File: src/rtl/adc_measure.sv
// Gated measurement of the narrowed ADC stream: per-window max/min/peak-to-peak
// and a hysteretic rising-crossing count used as a frequency estimate.
module adc_measure #(
    parameter int GATE_CYCLES = 1000000,
    parameter int HYST        = 4,
    parameter int CNT_W       = 32
) (
    input  logic             adc_clk,
    input  logic             rst,
    input  logic             run,
    input  logic             sample_en,
    input  logic [7:0]       adc_data_narrow,
    output logic             meas_valid,
    output logic [7:0]       vmax,
    output logic [7:0]       vmin,
    output logic [7:0]       vpp,
    output logic [CNT_W-1:0] freq_cnt,
    output logic [7:0]       level
);

    localparam int GW = $clog2(GATE_CYCLES);
    localparam logic [GW-1:0] GATE_LAST = GW'(GATE_CYCLES - 1);
    localparam logic [7:0]    HYST8     = 8'(HYST);

    localparam logic [1:0] IDLE    = 2'd0;
    localparam logic [1:0] WARMUP  = 2'd1;
    localparam logic [1:0] MEASURE = 2'd2;

    logic [1:0]       state;
    logic [GW-1:0]    gate_cnt;
    logic             armed;
    logic [7:0]       run_max;
    logic [7:0]       run_min;
    logic [CNT_W-1:0] run_cnt;

    logic [7:0]       lo;
    logic [7:0]       hi;
    logic [8:0]       hi_sum;
    logic [7:0]       max_next;
    logic [7:0]       min_next;
    logic             arm_set;
    logic             hit;
    logic             armed_next;
    logic [CNT_W-1:0] cnt_next;
    logic             seen;
    logic [8:0]       mid_sum;
    logic [7:0]       vpp_next;
    logic             last;

    // Thresholds saturate at the rails rather than wrapping.
    always_comb begin
        lo     = (level >= HYST8) ? level - HYST8 : 8'h00;
        hi_sum = {1'b0, level} + {1'b0, HYST8};
        hi     = hi_sum[8] ? 8'hFF : hi_sum[7:0];
    end

    // Next accumulator values including this cycle's sample.
    always_comb begin
        max_next   = (sample_en && adc_data_narrow > run_max) ? adc_data_narrow : run_max;
        min_next   = (sample_en && adc_data_narrow < run_min) ? adc_data_narrow : run_min;
        arm_set    = sample_en && (adc_data_narrow < lo);
        hit        = sample_en && armed && (adc_data_narrow >= hi);
        armed_next = hit ? 1'b0 : (arm_set ? 1'b1 : armed);
        cnt_next   = (hit && run_cnt != {CNT_W{1'b1}}) ? run_cnt + CNT_W'(1) : run_cnt;
        // Any sample leaves max >= min; an empty window keeps max=00, min=FF.
        seen       = max_next >= min_next;
        mid_sum    = {1'b0, max_next} + {1'b0, min_next};
        vpp_next   = seen ? max_next - min_next : 8'h00;
        last       = (gate_cnt == GATE_LAST);
    end

    always_ff @(posedge adc_clk or posedge rst) begin
        if (rst) begin
            state      <= IDLE;
            gate_cnt   <= '0;
            armed      <= 1'b0;
            run_max    <= 8'h00;
            run_min    <= 8'hFF;
            run_cnt    <= '0;
            meas_valid <= 1'b0;
            vmax       <= 8'h00;
            vmin       <= 8'h00;
            vpp        <= 8'h00;
            freq_cnt   <= '0;
            level      <= 8'h80;
        end else begin
            meas_valid <= 1'b0;
            case (state)
                WARMUP, MEASURE: begin
                    if (!run) begin
                        state    <= IDLE;
                        gate_cnt <= '0;
                        armed    <= 1'b0;
                        run_max  <= 8'h00;
                        run_min  <= 8'hFF;
                        run_cnt  <= '0;
                    end else if (last) begin
                        gate_cnt <= '0;
                        run_max  <= 8'h00;
                        run_min  <= 8'hFF;
                        run_cnt  <= '0;
                        armed    <= armed_next;
                        if (seen) begin
                            level <= mid_sum[8:1];
                        end
                        if (state == MEASURE) begin
                            vmax       <= max_next;
                            vmin       <= min_next;
                            vpp        <= vpp_next;
                            freq_cnt   <= cnt_next;
                            meas_valid <= 1'b1;
                        end
                        state <= MEASURE;
                    end else begin
                        gate_cnt <= gate_cnt + GW'(1);
                        run_max  <= max_next;
                        run_min  <= min_next;
                        run_cnt  <= cnt_next;
                        armed    <= armed_next;
                    end
                end
                default: begin
                    gate_cnt <= '0;
                    armed    <= 1'b0;
                    run_max  <= 8'h00;
                    run_min  <= 8'hFF;
                    run_cnt  <= '0;
                    state    <= run ? WARMUP : IDLE;
                end
            endcase
        end
    end

endmodule

File: config.mk
export PLATFORM = sky130hd
export DESIGN_NAME = adc_measure
export DESIGN_NICKNAME = d
export VERILOG_FILES = /design/src/rtl/adc_measure.sv
export SDC_FILE = /design/constraint.sdc
export NUM_CORES = 1
export LEC_CHECK = 0
export BUFFER_PORTS_ARGS = -buffer_cell sky130_fd_sc_hd__buf_2
export CORE_MARGIN = 3
export CORE_UTILIZATION = 64
export DETAILED_ROUTE_END_ITERATION = 10
export GPL_ROUTABILITY_DRIVEN = 0
export PLACE_DENSITY = 0.85
export SYNTH_ARGS = -nofsm -noshare
export SYNTH_HDL_FRONTEND = slang
export SYNTH_SLANG_ARGS = --single-unit
File: constraint.sdc
create_clock -name adc_clk -period 8.8 [get_ports adc_clk]
set_input_delay 2.2 -clock adc_clk [delete_from_list [all_inputs] [get_ports adc_clk]]
set_output_delay 2.2 -clock adc_clk [all_outputs]
set_load 0.05 [all_outputs]
==> summary.txt <==
Power and ir drop
  – Pint: 1.13 mW
  – Clock power frac: 48.7%
  – Peak supply drop: 0.171 mV
  – Comb power frac: 8.9%
  – Switch share: 24.5%
  – PD cells: 177 mW/mm^2
  – Design Power: 1.49 mW
  – Sequential Power Share: 42.3%
  – P_sw: 0.365 mW
  – Leakage: 4.04 nW

Routing
  – ANT nets after route: 0
  – TritonRoute pass-1 iters: 5
  – DRT Wirelength: 17.9 mm
  – Vias per std cell: 6.01
  – Drt wl/cell: 17.8 um
  – Drc violations: 0
  – Initial DRC count: 597
  – Via count: 6,055

Clocking
  – Worst-path clk slew: 0.06 ns
  – Postcts setup bufs: 0
  – Clk buf depth: 2
  – CTS buffer count: 17
  – Later-pin clock latency in the skew report: 0.42 ns
  – H-tree depth: 4
  – Cts hold-fix bufs: 0
  – Clk root buf: clkbuf_16
  – CTS tree: built
  – Cts repair resizes: 0
  – Clock sinks: 136

Synth
  – Net Count, Synth: 855
  – Post-Syn Area: 0.00734 sq mm
  – Yosys reg bits: 136
  – EDFF count, synth: 0
  – Yosys cell types: 58
  – Syn Inst Count: 788
  – Ys Warns: 0
  – FFs w/ async S/R, synth: 100%
  – Syn Area/Cell: 9.32 sq um
  – Sequential area share after synthesis: 46.5%
  – Post-synth top flop: dfrtp_1

Setup path
  – Top cell by count, worst path: ha_1
  – Startpoint types: input pin
  – CP Data Required Time: 9.10 ns
  – Crit path cell chain: buf_2 > ha_1 > o211a_1 > a22o_1 > or4b_2 > mux2i_1 > inv_1 > ha_1 > nand2b_1 > a21oi_1 > a211o_1 > a211oi_1 > nand3b_1 > mux2_2
  – Crit path depth: 14
  – CP max FO: 15
  – Reg2reg setup slack: 3.25 ns
  – CP Capture Point: level[0]
  – Critical path class: input pin to register
  – Worst Reg2Reg Path Length in Cells: 14
  – CP top delay family: compound AO/OA/AOI/OAI gates
  – Reg2reg end: level[0]
  – Slowest-stage cell, CP: a211oi_1
  – R2R Path Start: run_min[6]
  – Slowest stage delay, CP: 0.95 ns
  – CP Launch Point: adc_data_narrow[6]
  – Bufs and invs on worst path: 2
  – Critical path capture point type: register
  – Worst Path Arrival: 7.24 ns

Timing
  – Slew Limit Fails: 0
  – Relative slew slack: 18.8%
  – Hold Violations, Final: 0
  – Fmax: 0.144 GHz
  – Fin crit share: 78.8%
  – Final setup violation count: 0
  – Minimum clock period: 6.93 ns
  – Setup_tns: 0 ns
  – Skew final: 0.0105 ns
  – Unrepaired setup endpoints after global routing: no
  – Slew @ Worst Pin: 1.21 ns

Worst hold path
  – Hold crit path type: register to register

GRT
  – GRT Util Overall: 29.4%
  – Largest net degree at the start of global routing: 113
  – Grt ovf: 0
  – First-pass GRT wire length: 29.7 mm
  – Initial antenna violation count: 0
  – Number of global-route vias before repair: 6,136

Run status
  – Outcome: completed

Finish
  – Reg area: 0.00341 sq mm
  – Fin nets: 923
  – Fillers: 719
  – Area of the multi-input gates: 0.00364 sq mm
  – N_diodes: 0
  – Area delta synth->final: 14.5%
  – Post-route insts no fill: 1,008
  – Layout cells sized above 1: 15.0%

Floorplan
  – Rows: 38
  – Die Height: 113 um
  – DIE AREA: 0.0128 sq mm
  – Core region area: 0.0110 sq mm
  – Initial core utilization: 66.6%
  – Chip width: 113 um
  – I/O Pins: 77

Job
  – Max-cap viol count: 0

Place
  – Post-DP HPWL: 12.3 mm
  – PortBufs: 76
  – Placed Cells: 977
[cell usage in the layout (no fill, tap or decap), types with 4 or more instances in the layout]
cell	synthesis	layout
nand2_1	100	100
dfrtp_1	127	127
nand2b_1	10	10
a21oi_1	21	21
nand4_1	13	13
mux2i_1	17	17
o21ai_1	12	11
a21o_1	4	4
dfstp_2	9	9
buf_2	2	76
nand3_1	30	29
and3_1	14	14
clkbuf_16	0	17
nor4_1	6	6
or3_1	4	4
xnor2_1	34	34
a211oi_1	5	5
inv_1	46	45
o21ai_0	59	59
ha_1	53	53
nor2_1	103	103
nor3_1	13	13
xor2_1	27	27
o31ai_1	7	7
[synthesized netlist by cell type, types with 2 or more instances]
cell / instances / area share, %
dfrtp_1: 127 / 43
nor2_1: 103 / 5.3
nand2_1: 100 / 5.1
o21ai_0: 59 / 4.0
ha_1: 53 / 9.0
inv_1: 46 / 2.4
xnor2_1: 34 / 4.1
nand3_1: 30 / 2.0
xor2_1: 27 / 3.2
clkbuf_1: 23 / 1.2
a21oi_1: 21 / 1.4
mux2i_1: 17 / 2.3
and3_1: 14 / 1.2
nand4_1: 13 / 1.1
nor3_1: 13 / 0.89
o21ai_1: 12 / 0.82
nand2b_1: 10 / 0.85
dfstp_2: 9 / 3.2
o31ai_1: 7 / 0.72
nor4_1: 6 / 0.51
a211oi_1: 5 / 0.51
a21o_1: 4 / 0.41
or3_1: 4 / 0.34
and2_1: 3 / 0.26
and4_1: 3 / 0.36
o21bai_1: 3 / 0.31
a211o_1: 2 / 0.24
a31oi_1: 2 / 0.17
buf_2: 2 / 0.14
buf_6: 2 / 0.31
fa_1: 2 / 0.55
nand3_2: 2 / 0.27
nand3b_1: 2 / 0.20
nor2b_1: 2 / 0.17
o211ai_1: 2 / 0.20
o21a_1: 2 / 0.20
[power by group through the flow]
stage	logic [mW]	clock network, mW	registers (mW)
floorplan	0.0892	0	0.642
global placement	0.119	0	0.642
detailed placement	0.127	0	0.642
CTS	0.130	0.734	0.632
global route	0.145	0.763	0.632
finish	0.133	0.727	0.632
[sequential cells by signal (all words and copies together) (netlist names)]
name,cells
freq_cnt,32
armed,1
run_max,8
gate_cnt,20
meas_valid,1
vpp,8
state,2
vmax,8
level,8
run_min,8
vmin,8
run_cnt,32
[tightest hold or removal path: stages, from the launching register on]
cell,delay (ns)
dfrtp_1,0.34
nand2_1,0.05
o21ai_0,0.06
[cell type report]
cell class              instances  share of cell area (%)
clock inverters                13                    2.02
inverters                      46                    2.08
flip-flops and latches        136                    40.6
multi-input cells             577                    43.3
repair buffers                 78                    4.70
well taps                     140                    2.08
clock buffers                  18                    5.22
[routing by layer]
| layer | part of all wire [%] | routed length [um] | vias up | global-route usage (%) |
|---|---|---|---|---|
| met1 | 41 | 7420 | 2946 | 37.0 |
| met5 | 0 | 0 | - | 0 |
| met3 | 5.9 | 1060 | 54 | 6.20 |
| li1 | - | - | 2813 | - |
| met2 | 50 | 8900 | 242 | 48.9 |
| met4 | 3.1 | 547 | 0 | 13.6 |
[stage by stage]
stage | setup WS [ns] | hold slack, ns | util, % | area, sq um
finish | 1.87 | 0.472 | 76.2 | 8410
global route | 1.58 | 0.503 | 76.2 | 8410
CTS | 2.01 | 0.480 | 76.2 | 8410
detailed placement | 1.68 | 0.468 | 70.7 | 7800
global placement | 1.91 | 0.457 | 70.7 | 7800
floorplan | 2.52 | 0.455 | - | 7340
[how the worst min path moves through the flow]
| stage | end | cells past startpoint | from |
|---|---|---|---|
| detailed placement | freq_cnt[8] | 2 | freq_cnt[8] |
| floorplan | gate_cnt[0] | 1 | gate_cnt[0] |
| finish | freq_cnt[31] | 2 | freq_cnt[31] |
| global route | freq_cnt[9] | 2 | freq_cnt[9] |
| global placement | freq_cnt[19] | 2 | freq_cnt[19] |
| CTS | freq_cnt[31] | 2 | freq_cnt[31] |
[cell families (layout without fill, tap and decap cells)]
group | after synthesis | count (layout) | synth area share [%]
xor+xnor | 61 | 61 | 7.28
buf+inv | 75 | 155 | 4.26
flops | 136 | 136 | 46.5
mux | 18 | 18 | 2.47
compound gates | 128 | 128 | 10.2
fa+ha+maj | 55 | 55 | 9.58
simple gates | 315 | 315 | 19.8
No activity file was read; power rests on OpenSTA's default activity.
